`src/rtl/serial_sub_pkg.sv`:
```
// Shared definitions for the bit-serial subtractor: FSM state encoding and default width.
package serial_sub_pkg;

  localparam int unsigned DefaultWidth = 8;

  typedef enum logic [1:0] {
    StIdle  = 2'b00,
    StShift = 2'b01,
    StDone  = 2'b10
  } sub_state_e;

endpackage

```
`src/rtl/full_subtractor_gate.sv`:
```
// Gate-level full-subtractor cell: diff = A ^ B ^ bin, bout = (~A & B) | (~(A ^ B) & bin).
module full_subtractor_gate (
  input  logic A,
  input  logic B,
  input  logic bin,
  output wire  diff,
  output wire  bout
);

  wire a_x_b;
  wire a_n;
  wire axb_n;
  wire brw_gen;
  wire brw_prop;

  xor u_x0 (a_x_b, A, B);
  xor u_x1 (diff, a_x_b, bin);
  not u_n0 (a_n, A);
  not u_n1 (axb_n, a_x_b);
  and u_a0 (brw_gen, a_n, B);
  and u_a1 (brw_prop, axb_n, bin);
  or  u_o0 (bout, brw_gen, brw_prop);

endmodule

```
`src/rtl/serial_subtractor.sv`:
```
// Bit-serial unsigned subtractor, LSB first, with start/busy/done handshake.
// Define SERIAL_SUB_OVERFLOW_EN to add the registered signed-overflow output ovf.
module serial_subtractor
  import serial_sub_pkg::*;
#(
  parameter int unsigned WIDTH = DefaultWidth
) (
  input  logic             clk,
  input  logic             rst,
  input  logic             start,
  input  logic [WIDTH-1:0] A,
  input  logic [WIDTH-1:0] B,
  output logic             busy,
  output logic             done,
  output logic [WIDTH-1:0] diff,
`ifdef SERIAL_SUB_OVERFLOW_EN
  output logic             ovf,
`endif
  output logic             borrow
);

  localparam int unsigned CntW = $clog2(WIDTH);

  sub_state_e       state;
  logic [WIDTH-1:0] a_sh;
  logic [WIDTH-1:0] b_sh;
  logic             bin;
  logic [CntW-1:0]  cnt;
  logic             d;
  logic             bout;
`ifdef SERIAL_SUB_OVERFLOW_EN
  logic             a_msb;
  logic             b_msb;
`endif

  full_subtractor_gate u_fs (
    .A    (a_sh[0]),
    .B    (b_sh[0]),
    .bin  (bin),
    .diff (d),
    .bout (bout)
  );

  always_ff @(posedge clk) begin
    if (rst) begin
      state  <= StIdle;
      a_sh   <= '0;
      b_sh   <= '0;
      bin    <= 1'b0;
      cnt    <= '0;
      busy   <= 1'b0;
      done   <= 1'b0;
      diff   <= '0;
      borrow <= 1'b0;
`ifdef SERIAL_SUB_OVERFLOW_EN
      a_msb  <= 1'b0;
      b_msb  <= 1'b0;
      ovf    <= 1'b0;
`endif
    end else begin
      unique case (state)
        StIdle: begin
          if (start) begin
            a_sh   <= A;
            b_sh   <= B;
            bin    <= 1'b0;
            cnt    <= '0;
            diff   <= '0;
            borrow <= 1'b0;
            busy   <= 1'b1;
            state  <= StShift;
`ifdef SERIAL_SUB_OVERFLOW_EN
            a_msb  <= A[WIDTH-1];
            b_msb  <= B[WIDTH-1];
            ovf    <= 1'b0;
`endif
          end
        end
        StShift: begin
          a_sh <= a_sh >> 1;
          b_sh <= b_sh >> 1;
          bin  <= bout;
          // diff doubles as the result shift register; it is complete after the last bit.
          diff <= {d, diff[WIDTH-1:1]};
          if (cnt == CntW'(WIDTH - 1)) begin
            cnt    <= '0;
            borrow <= bout;
            busy   <= 1'b0;
            done   <= 1'b1;
            state  <= StDone;
`ifdef SERIAL_SUB_OVERFLOW_EN
            // The final d is the result MSB.
            ovf    <= (a_msb ^ b_msb) & (d ^ a_msb);
`endif
          end else begin
            cnt <= cnt + CntW'(1);
          end
        end
        StDone: begin
          done  <= 1'b0;
          state <= StIdle;
        end
        default: begin
          busy  <= 1'b0;
          done  <= 1'b0;
          state <= StIdle;
        end
      endcase
    end
  end

endmodule

```
`config.mk`:
```
export PLATFORM = sky130hd
export DESIGN_NAME = serial_subtractor
export DESIGN_NICKNAME = d
export VERILOG_FILES = /design/src/rtl/serial_sub_pkg.sv /design/src/rtl/full_subtractor_gate.sv /design/src/rtl/serial_subtractor.sv
export SDC_FILE = /design/constraint.sdc
export NUM_CORES = 1
export LEC_CHECK = 0
export ABC_AREA = 1
export CORE_MARGIN = 3
export CORE_UTILIZATION = 50
export CTS_CLUSTER_DIAMETER = 60
export DETAILED_ROUTE_END_ITERATION = 6
export PLACE_DENSITY_LB_ADDON = 0.1
export REMOVE_ABC_BUFFERS = 1
export SYNTH_ARGS = -nofsm -noshare
export SYNTH_HDL_FRONTEND = slang
export SYNTH_SLANG_ARGS = --single-unit
```
`constraint.sdc`:
```
create_clock -name clk -period 1.8 [get_ports clk]
set_clock_uncertainty 0.15 [all_clocks]
set_input_delay 0.27 -clock clk [delete_from_list [all_inputs] [get_ports clk]]
set_output_delay 0.27 -clock clk [all_outputs]
set_load 0.02 [all_outputs]
```
# ---- Word level (Yosys, flattened, before mapping)
# Cells that the tools add are included.
dict set report op_classes {
  n_bitwise 9
  eq_ne 5
  muxes 21
  add_sub_neg 1
  n_reduce_logical 7
}
# op n
set ops {}
lappend ops {{one-hot mux 8 bit (2 select lines)} 3}
lappend ops {{two-way mux 8 bit} 3}
lappend ops {{two-way mux 3 bit} 2}
lappend ops {{one-hot mux 1 bit (2 select lines)} 3}
lappend ops {{one-hot mux 3 bit (2 select lines)} 1}
lappend ops {{AND reduction 2 bit} 3}
lappend ops {{AND reduction 3 bit} 2}
lappend ops {{two-way mux 1 bit} 5}
lappend ops {{two-way mux 2 bit} 2}
lappend ops {{inequality test 2 bit (second input constant)} 2}
lappend ops {{inverter 1 bit} 4}
lappend ops {{one-hot mux 2 bit (2 select lines)} 1}
lappend ops {{adder 3 x 1 -> 3 bit (second input constant)} 1}
lappend ops {{== test 3 bit (second input constant)} 1}
lappend ops {{one-hot mux 1 bit (3 select lines)} 1}
lappend ops {{bitwise AND 1 bit} 2}
lappend ops {{== test 2 x 1 -> 1 bit (second input constant)} 1}
lappend ops {{== test 2 bit (second input constant)} 1}
lappend ops {{zero test 2 bit} 1}
lappend ops {{nonzero test 2 bit} 1}
lappend ops {{bitwise XOR 1 bit} 2}
lappend ops {{OR 1 bit} 1}
dict set report totals {
  word_cells 52
  reg_bits 33
}

# ---- Longest topological paths before layout
dict set report logic_depth {
  word_depth 6
  depth_mapped 7
  mapped_depth_nobuf 7
}

# ---- Modules after synthesis
# A second synthesis with hierarchy kept.
dict set report hier_totals {
  cells_unflattened 204
  hier_area_um2 1447.6
}
# mod cells_per_inst n_inst seq_area_each_um2 area_per_inst_um2
set modules_own_cells {}
lappend modules_own_cells {serial_subtractor 200 1 660.6 1416.4}
lappend modules_own_cells {full_subtractor_gate 4 1 0.0 31.3}

# ---- Least setup slack after synthesis
# OpenSTA, ideal clock, no wires.
dict set report synth_timing {
  path_kind {register -> register}
  startpoint {reg bin}
  endpoint {reg diff[7]}
  n_path_buf 0
  synth_period_minus_slack_ns 1.364
  t_arrival_ns 1.143
  setup_ns 0.071
  stages_incl_launch_ff 4
  slack_ns 0.436
  cell_sequence {dfxtp_1 -> fa_1 -> or2_2 -> a21oi_1}
}
dict set report synth_between {
  elab_chain_cells 2
}
# item line_no
set synth_lines {}
lappend synth_lines {{start, declared} serial_subtractor.sv:27} ;# logic bin;
lappend synth_lines {{start signal, assigned} serial_subtractor.sv:82} ;# bin <= bout;
lappend synth_lines {{bitwise XOR 1 bit} full_subtractor_gate.sv:17} ;# xor u_x1 (diff, a_x_b, bin);
lappend synth_lines {{one-hot mux 8 bit (2 select lines)} serial_subtractor.sv:61} ;# unique case (state)
lappend synth_lines {{end signal, assigned} serial_subtractor.sv:84} ;# diff <= {d, diff[WIDTH-1:1]};
lappend synth_lines {{end, declared} serial_subtractor.sv:15} ;# output logic [WIDTH-1:0] diff,
# Every way passes these cells.
# A chain may end at the register's enable or synchronous reset.

# ---- Final worst setup path
dict set report layout_timing {
  startpoint {reg diff[1]}
  endpoint {out diff[1]}
}
# No word-level cell between the ends.

==> impl_metrics.tcl <==
set metrics [dict create \
    run_status "complete, no violations" \
    timing.fmax_ghz 0.578 \
    grt_max_degree 28 \
    route.final.wire_length_um 3150 \
    dpl_cell_area_um2 1770 \
    grt_pass1_wl_um 5100 \
    synth_cell_type_count 23 \
    synth_sequential_area_ratio_pct 44.5 \
    post_route_cells_drive_above_1_share_pct 8.66 \
    worst_r2r_startpoint "state[0]" \
    synthMostInstantiatedCell "sky130_fd_sc_hd__nand2_1" \
    drt.antenna.violating_nets 0 \
    finish.instance_area_um2 1820 \
    dr_total_vias 1344 \
    worst-endpoint-required_ns 1.38 \
    yosysWarnings 0 \
    worstPathMaxFanout 3 \
    min_to "diff[0]" \
    vdd_ir_drop_max_mv 0.734 \
    hold_path_startpoint "diff[0]" \
    drt-pass1-iter-count 4 \
    finalHoldViolCount 0 \
    die-area_um2 3660 \
    placer_congestion_estimate 0.838 \
    worstSetupStartpoint "diff[1]" \
    top_layer "met4" \
    cell_types_occupying_the_most_area_after_synthesis "sky130_fd_sc_hd__dfxtp_1 45%, sky130_fd_sc_hd__nand2_1 11%, sky130_fd_sc_hd__a21oi_1 10%, sky130_fd_sc_hd__nor2_1 5.8%, sky130_fd_sc_hd__o21ai_0 5.4%" \
    power_density_nw_per_um2 784 \
    post_synth_inst_count 201 \
    post-dp-hpwl_um 2200 \
    drt-met1-wl_um 1350 \
    criticalPathCategory "flop to output pin" \
    critical_path.slowest_cell "sky130_fd_sc_hd__clkdlybuf4s50_1" \
    start_kind "flop" \
    slew_viol_final 0 \
    critPathArrivalTime_ns 1.31 \
    post-place-ws_ns 0.0780 \
    vias_per_cell 5.13 \
    slew_hr_pct 65.8 \
    antenna_cells_inserted 0 \
    post_cts_buffers 0 \
    total_gr_overflow 0 \
    end_kind "output pin" \
    layout.filler_cells 260 \
    routed-wl-met3_um 206 \
    proportion_of_netlist_area_held_by_the_largest_area_contributor_pct 44.5 \
    worstSkewPairLatency_ns 0.33 \
    synth_area_leader_cell "sky130_fd_sc_hd__dfxtp_1" \
    cts_inserted_buffers 5 \
    synthTopCellsByCount "44 x sky130_fd_sc_hd__nand2_1, 33 x sky130_fd_sc_hd__dfxtp_1, 30 x sky130_fd_sc_hd__a21oi_1" \
    cap_violations 0 \
    floorplan.core_area_um2 2780 \
    async_flop_share_pct 0 \
    cts_num_sinks 33 \
    grtUsageTotal_pct 18.7 \
    worst_path_bufs_invs 1 \
    synth-edff-count 0 \
    syn-cell-area_um2 1480 \
    cts.path.max_buffers 2 \
    critical_path.reg2reg.endpoint "bin" \
    cp_cell_sequence "clkdlybuf4s50_1" \
    io_pins 30 \
    period_needed_ns 1.73 \
    syn-mean-instance-area_um2 7.38 \
    clock_transition_time_at_the_flip_flop_clock_pins_of_the_worst_setup_and_hold_paths_ns 0.09 \
    worst_r2r_path_depth 5 \
    ys_ff_latch 33 \
    initial_utilization_pct 53.4 \
    timing.hold.worst_path_depth 2 \
    crit_path_max_incr_delay_ns 0.61 \
    die_h_um 60.5 \
    grt_pass1_vias 1243 \
    place.port_buffers 29 \
    cts-resized-gates 0 \
    cts-root-buf "sky130_fd_sc_hd__clkbuf_4" \
    die_w_um 60.5 \
    slew_at_the_pin_closest_to_its_max_slew_limit_ns 0.512 \
    cts_htree_levels 2 \
    min-delay-path-class "flop to flop" \
    instances_no_fill 262 \
    cts_tree "yes" \
    final_critical_path_setup_slack_ns 0.0707 \
    layout_net_count 252 \
    setup_viol 0 \
    final.setup.tns_ns 0 \
    number_of_antenna_violations_at_the_first_check_in_global_routing 0 \
    grt_setup_unrepaired "no" \
    drcViolationCount 0 \
    detailroute.wirelength.met2_um 1520 \
    rows 19 \
    r2r_slack_ns 0.24 \
    drt_iter0_markers 61 \
    flow.area_growth_from_synthesis_pct 22.3 \
    route.detailed.wl_per_inst_um 12.0 \
    post-route-period-util_pct 96.1 \
    critical_path.top_delay_family "buffers and inverters" \
    place.detailed.instances 254 \
    cts-hold-fix-buffers 0 \
    leakage_uw 0.000759 \
    postSynth.topFlopCell "sky130_fd_sc_hd__dfxtp_1" \
]
-- per-stage QoR --
stage / hold WS, ns / util, % / total power [µW]
after floorplan: 0.189 / - / 956
after global placement: 0.301 / 63.5 / 1040
after detailed placement: 0.307 / 63.5 / 1050
after CTS: 0.324 / 65.3 / 1440
after global routing: 0.349 / 65.3 / 1500
final: 0.320 / 65.3 / 1420
-- cells by family (layout without fill, tap and decap cells) --
kind of cell | Yosys count | after routing | synth area share, %
flops | 33 | 33 | 44.5
fa+ha+maj | 3 | 3 | 3.04
simple gates | 88 | 88 | 27.2
compound gates | 47 | 47 | 16.0
buf+inv | 30 | 60 | 9.19
-- cells in the final DEF, fill, tap and decap left out --
cell type                         count
sky130_fd_sc_hd__or2_1                6
sky130_fd_sc_hd__nor3_1               1
sky130_fd_sc_hd__clkdlybuf4s50_1     29
sky130_fd_sc_hd__fa_1                 1
sky130_fd_sc_hd__inv_2                2
sky130_fd_sc_hd__nand2_1             44
sky130_fd_sc_hd__inv_1               20
sky130_fd_sc_hd__o21a_1               1
sky130_fd_sc_hd__nor2_2               1
sky130_fd_sc_hd__nand3_1              1
sky130_fd_sc_hd__clkbuf_4             5
sky130_fd_sc_hd__nand2_2              1
sky130_fd_sc_hd__buf_4                1
sky130_fd_sc_hd__nor2_1              23
sky130_fd_sc_hd__ha_1                 2
sky130_fd_sc_hd__clkbuf_1             3
sky130_fd_sc_hd__dfxtp_1             33
sky130_fd_sc_hd__nand2_4              2
sky130_fd_sc_hd__o21ai_0             16
sky130_fd_sc_hd__nor2_8               1
sky130_fd_sc_hd__or2_0                1
sky130_fd_sc_hd__a21oi_1             30
sky130_fd_sc_hd__or2_2                7
-- layer usage --
layer	GRT usage [%]	up-vias
li1	-	689
met1	21.8	608
met2	32.3	37
met3	4.47	10
met4	9.29	0
met5	0	-
-- worst max-delay path by stage --
stage | endpoint | slack, ns | cells past startpoint
floorplan | diff[7] | 0.44 | 3
global placement | a_sh[1] | 0.08 | 5
detailed placement | a_sh[6] | 0.08 | 5
CTS | diff[1] | 0.06 | 1
global route | diff[4] | 0.01 | 1
finish | diff[1] | 0.07 | 1
-- state kept, by name, summed over array words and instances, names as in the netlist --
| register | cells |
|---|---|
| a_sh | 8 |
| borrow | 1 |
| done | 1 |
| busy | 1 |
| b_sh | 8 |
| cnt | 3 |
| diff | 8 |
| state | 2 |
| bin | 1 |
-- cell type report --
class	instances	area, µm²	area share [%]
Timing Repair Buffer	30	298	16.4
Multi-Input combinational cell	138	687	37.8
Clock buffer	8	48.8	2.69
Inverter	22	82.6	4.55
Sequential cell	33	661	36.4
Tap cell	31	38.8	2.14
-- where the power goes --
part / internal (µW) / switching, µW / total (µW)
sequential: 774 / 24.6 / 799
clock: 156 / 233 / 389
combinational: 109 / 127 / 236
Power figures use the tool's default switching activity.
